**config.mk**
```make
export PLATFORM = sky130hd
export DESIGN_NAME = serial_mag_cmp
export DESIGN_NICKNAME = d
export VERILOG_FILES = /design/src/rtl/serial_cmp_pkg.sv /design/src/rtl/serial_mag_cmp_eq1.sv /design/src/rtl/serial_mag_cmp.sv
export SDC_FILE = /design/constraint.sdc
export NUM_CORES = 1
export LEC_CHECK = 0
export CAP_MARGIN = 20
export CELL_PAD_IN_SITES_DETAIL_PLACEMENT = 0
export CELL_PAD_IN_SITES_GLOBAL_PLACEMENT = 2
export CORE_ASPECT_RATIO = 1.1
export CORE_MARGIN = 2
export CORE_UTILIZATION = 32
export CTS_CLUSTER_DIAMETER = 80
export DETAILED_ROUTE_END_ITERATION = 10
export GPL_TIMING_DRIVEN = 0
export PLACE_DENSITY_LB_ADDON = 0.1
export SLEW_MARGIN = 20
export SYNTH_ARGS = -nofsm -noshare
export SYNTH_HDL_FRONTEND = slang
export SYNTH_HIERARCHICAL = 1
export SYNTH_SLANG_ARGS = --single-unit
```
**constraint.sdc**
```tcl
create_clock -name clk -period 2.45 [get_ports clk]
set_clock_uncertainty 0.15 [all_clocks]
set_input_delay 0.49 -clock clk [delete_from_list [all_inputs] [get_ports clk]]
set_output_delay 0.49 -clock clk [all_outputs]
set_load 0.1 [all_outputs]
```
**src/rtl/serial_cmp_pkg.sv**
```systemverilog
// Shared types and constants for the serial magnitude comparator.
package serial_cmp_pkg;

  localparam int CMP_W_DEFAULT = 8;

  typedef enum logic [1:0] {
    IDLE  = 2'd0,
    SHIFT = 2'd1,
    DONE  = 2'd2
  } cmp_state_e;

  // Bit-counter width; a 1-bit operand still needs a 1-bit counter.
  function automatic int cnt_width(input int w);
    return (w > 1) ? $clog2(w) : 1;
  endfunction

endpackage

```
**src/rtl/serial_mag_cmp_eq1.sv**
```systemverilog
// Single-bit equality cell used by the serial comparator datapath.
module eq1_cell (
  input  logic x,
  input  logic y,
  output logic equal
);

  assign equal = ~(x ^ y);

endmodule

```
**src/rtl/serial_mag_cmp.sv**
```systemverilog
// Serial unsigned magnitude comparator: walks a/b MSB first, one bit pair
// per clock, and reports eq/gr after W shift cycles.
module serial_mag_cmp
  import serial_cmp_pkg::*;
#(
  parameter int W = CMP_W_DEFAULT
) (
  input  logic         clk,
  input  logic         reset_n,
  input  logic         start,
  input  logic [W-1:0] a,
  input  logic [W-1:0] b,
  output logic         busy,
  output logic         done,
  output logic         eq,
  output logic         gr
);

  localparam int CW = cnt_width(W);

  cmp_state_e      state_q, state_d;
  logic [W-1:0]    a_q, a_d;
  logic [W-1:0]    b_q, b_d;
  logic [CW-1:0]   cnt_q, cnt_d;
  logic            diff_q, diff_d;
  logic            gt_q, gt_d;
  logic            eq_q, eq_d;
  logic            gr_q, gr_d;
  logic            busy_q, busy_d;
  logic            done_q, done_d;
  logic            bit_eq_s;

  eq1_cell u_eq1 (
    .x     (a_q[W-1]),
    .y     (b_q[W-1]),
    .equal (bit_eq_s)
  );

  // State and datapath registers with synchronous active-low reset.
  always_ff @(posedge clk) begin
    if (!reset_n) begin
      state_q <= IDLE;
      a_q     <= {W{1'b0}};
      b_q     <= {W{1'b0}};
      cnt_q   <= {CW{1'b0}};
      diff_q  <= 1'b0;
      gt_q    <= 1'b0;
      eq_q    <= 1'b0;
      gr_q    <= 1'b0;
      busy_q  <= 1'b0;
      done_q  <= 1'b0;
    end else begin
      state_q <= state_d;
      a_q     <= a_d;
      b_q     <= b_d;
      cnt_q   <= cnt_d;
      diff_q  <= diff_d;
      gt_q    <= gt_d;
      eq_q    <= eq_d;
      gr_q    <= gr_d;
      busy_q  <= busy_d;
      done_q  <= done_d;
    end
  end

  // Next-state logic.
  always_comb begin
    state_d = state_q;
    case (state_q)
      IDLE: begin
        if (start) state_d = SHIFT;
        else       state_d = IDLE;
      end
      SHIFT: begin
        if (cnt_q == {CW{1'b0}}) state_d = DONE;
        else                     state_d = SHIFT;
      end
      DONE:    state_d = IDLE;
      default: state_d = IDLE;
    endcase
  end

  // Datapath: operand capture, MSB-first scan, result capture.
  always_comb begin
    a_d    = a_q;
    b_d    = b_q;
    cnt_d  = cnt_q;
    diff_d = diff_q;
    gt_d   = gt_q;
    eq_d   = eq_q;
    gr_d   = gr_q;
    case (state_q)
      IDLE: begin
        if (start) begin
          a_d    = a;
          b_d    = b;
          cnt_d  = CW'(W - 1);
          diff_d = 1'b0;
          gt_d   = 1'b0;
        end else begin
          a_d = a_q;
        end
      end
      SHIFT: begin
        // Only the first differing bit pair decides the ordering.
        if (!diff_q && !bit_eq_s) begin
          diff_d = 1'b1;
          gt_d   = a_q[W-1];
        end else begin
          diff_d = diff_q;
        end
        a_d   = a_q << 1'b1;
        b_d   = b_q << 1'b1;
        cnt_d = cnt_q - CW'(1);
        if (cnt_q == {CW{1'b0}}) begin
          eq_d = ~diff_d;
          gr_d = gt_d;
        end else begin
          eq_d = eq_q;
        end
      end
      default: begin
        a_d = a_q;
      end
    endcase
  end

  // Moore outputs, registered from the next state.
  always_comb begin
    busy_d = (state_d != IDLE);
    done_d = (state_d == DONE);
  end

  assign busy = busy_q;
  assign done = done_q;
  assign eq   = eq_q;
  assign gr   = gr_q;

endmodule

```
==> metrics.md <==
| Metric | Value |
|---|---|
| Worst r2r src | `state_q[0]` |
| Total number of vias | `909` |
| Max Cap Viol | `0` |
| Hold endpoint | `cnt_q[0]` |
| DRC | `0` |
| RSZ-0062 raised after global routing | `false` |
| Final setup viols | `0` |
| Final Cell Area | `roughly 1400 um^2` |
| Routed Antenna Nets | `0` |
| Asr flop ratio synth | `0%` |
| Hpwl dp | `roughly 1.7 mm` |
| Min-delay src | `cnt_q[0]` |
| Routability cong. | `~0.68` |
| Mapped Nets | `140` |
| Leakage | `~0.64 nW` |
| Iter 0 DRT Violations | `39` |
| CTS tree | `yes` |
| Post-synth EDFFs | `0` |
| Port Buffers | `21` |
| Synth Flop Type | `dfxtp_1` |
| Synthesis Warnings | `6` |
| CP delay by family, top | `buffers and inverters` |
| Startpoint Class | `flop` |
| Post-synth top cells | `dfxtp_1, a21oi_1, o21ai_0, mux2i_1` |
| Yosys top cell area share | `a little under half` |
| GR Util All Layers | `between 10 and 15%` |
| Post-route clock period utilization | `approximately nine tenths` |
| Die W | `between 60 and 70 um` |
| Root Driver | `clkbuf_4` |
| Avg Vias per Cell | `roughly 4.7` |
| TritonCTS Buffers | `3` |
| Worst-Margin Slew | `0.961 ns` |
| First-pass GRT wire length | `roughly 4 mm` |
| WL per Instance | `12.2 um` |
| Yosys cell types | `26` |
| Longest Clk Path Bufs | `2` |
| Pins over their slew limit | `0` |
| Layout cells sized above 1 | `under 10%` |
| R2r endpoint | `b_q[2]` |
| Dpl cell area | `between 1000 and 1500 um^2` |
| Filler cell count | `about 350` |
| Slew HR | `a little over a third` |
| Hold depth | `2` |
| Synthesis-to-finish area growth | `26.3%` |
| Most common cell in the netlist | `dfxtp_1` |
| Critical path's largest stage delay | `0.85 ns` |
| Post-Syn Instances | `around 120` |
| Gr ovfl total | `0` |
| Cell Rows | `22` |
| Hold Buf Count CTS | `0` |
| Drt pass-1 iters | `4` |
| WL met1 | `between 1 and 1.5 mm` |
| CORE AREA | `3390 um^2` |
| Post-Synthesis Cell Area | `about 1100 um^2` |
| Initial Util | `approximately 34%` |
| H-tree depth | `1` |
| Clock transition at the registers of the reported paths | `roughly 0.15 ns` |
| Worst R2R Setup Slack | `1.00 ns` |
| Hold Crit Class | `flop to flop` |
| Worst path cell trace | `dlygate4sd2_1` |
| Number of synthesized register bits | `27` |
| Number of global-route vias before repair | `slightly below 900` |
| Worst setup path category | `flop to primary output` |
| Top sig layer | `met4` |
| Final Hold Fails | `0` |
| Final nets | `around 170` |
| Initial antenna violation count | `0` |
| Synth Area per Inst | `between 9 and 10 um^2` |
| Outcome | `complete, no violations` |
| PD cells | `654 nW/um^2` |
| Max VDD drop | `0.302 mV` |
| Crit path time final | `2.17 ns` |
| Largest net degree at the start of global routing | `16` |
| Die height | `approximately 67 um` |
| Ant. Diodes | `0` |
| WL final | `2.35 mm` |
| F_max | `461 MHz` |
| Required time of the worst setup path | `1.81 ns` |
| Met2 WL | `1.14 mm` |
| Clock Sinks | `27` |
| Clock latency on the worst-skew pair | `between 0.3 and 0.4 ns` |
| Critical-path top delay cell | `dlygate4sd2_1` |
| Crit. End Element | `primary output` |
| WL met3 | `~80 um` |
| Synth area leaders | `dfxtp_1, mux2i_1, a21oi_1, o21ai_0, ha_1` |
| Crit-path max FO | `2` |
| Sequential cell area | `approximately 540 um^2` |
| Multi-input gate area | `between 500 and 600 um^2` |
| R2R depth | `4` |
| Register area share after synthesis | `47.4%` |
| Crit path DAT | `1.53 ns` |
| Synth area leader | `dfxtp_1` |
| Final TNS setup | `0 ns` |
| Die area | `4060 um^2` |
| Num ports | `23` |
| Crit path buf inv count | `1` |
==> worst register-to-register path, cell delays in order (launching register included) <==
cell and delay (ns):
dfxtp_1 0.47, o21ba_2 0.19, buf_2 0.19, buf_2 0.26
a21oi_1 0.09
==> flip-flops by register name, indices dropped and copies added (netlist names) <==
register  flops
a_q           8
b_q           8
cnt_q         3
state_q       2
busy          1
diff_q        1
done          1
eq            1
gr            1
gt_q          1
==> worst max-delay path by stage <==
stage	depth (start not counted)	from	slack, ns	end
after detailed placement	1	gr	0.37	gr
after global placement	1	gr	0.37	gr
after global routing	1	gr	0.19	gr
after CTS	1	done	0.009	done
final	1	gr	0.28	gr
after floorplan	0	eq	0.88	eq
==> area by class of cell <==
type / instances / area share, %
multi-input cells: 79 / 36.3
clock buffers: 3 / 1.56
clock inverters: 1 / 0.347
inverters: 6 / 1.56
flip-flops and latches: 27 / 37.5
plain buffers: 7 / 3.82
repair buffers: 21 / 14.8
well taps: 48 / 4.17
==> metal layers <==
| metal | GRT usage [%] | vias up |
|---|---|---|
| li1 | - | 470 |
| met1 | 16.9 | 423 |
| met2 | 23.3 | 14 |
| met3 | 2.33 | 2 |
| met4 | 5.71 | 0 |
| met5 | 0 | - |
==> through the flow <==
step           setup WS [ns]  std cells  total power (W)  hold slack, ns  utilization (%)
2_1_floorplan          0.885        119         0.000694           0.282                -
3_3_place_gp           0.372        188         0.000766           0.288             41.7
3_5_place_dp           0.367        188         0.000771           0.294             41.7
4_1_cts              0.00917        192         0.000964           0.313             42.4
5_1_grt                0.190        192          0.00102           0.306             42.6
6_report               0.282        192         0.000943           0.311             42.6
==> cell usage in the layout, fill, tap and decap left out <==
cell type and instances:
o21bai_1 1, dlymetal6s2s_1 2, buf_6 1, clkdlybuf4s50_1 17, o31ai_1 1, xnor2_1 1
dlygate4sd2_1 2, buf_12 1, nand3_1 1, nand3b_1 2, o21ba_2 1, clkbuf_4 3
a22oi_1 2, and4bb_2 1, o21ai_0 19, clkinv_2 1, clkinv_1 1, nand2_1 2
nor2_1 5, inv_1 5, buf_2 4, a221oi_1 1, clkbuf_1 1, a311oi_1 1
ha_1 2, and2_1 2, a21oi_1 19, nor3b_1 1, mux2i_1 15, nand2b_1 2
dfxtp_1 27
==> cell families after synthesis <==
kind of cell / count (synthesis) / share of synthesized area (%)
AO/OA/AOI/OAI: 45 / 21.7
flip-flops: 27 / 47.4
multiplexers: 15 / 13.2
AND/OR/NAND/NOR: 16 / 8.00
XOR/XNOR: 1 / 0.768
adder cells (fa/ha/maj): 2 / 2.19
buffers and inverters: 13 / 6.80
==> report_power, final <==
| part | switching [W] | total (W) | internal (W) | leakage [nW] |
|---|---|---|---|---|
| registers | 0.0000252 | 0.000511 | 0.000486 | 0.223 |
| clock network | 0.000126 | 0.000187 | 0.0000611 | 0.0177 |
| logic | 0.000137 | 0.000244 | 0.000108 | 0.401 |
==> what timing repair did <==
item,in CTS,in global routing
endpoints found under the setup margin,2,2
pin swaps,0,0
setup buffers,0,0
resized for setup,2,2
Note: power is estimated with default switching activity, not from simulation.
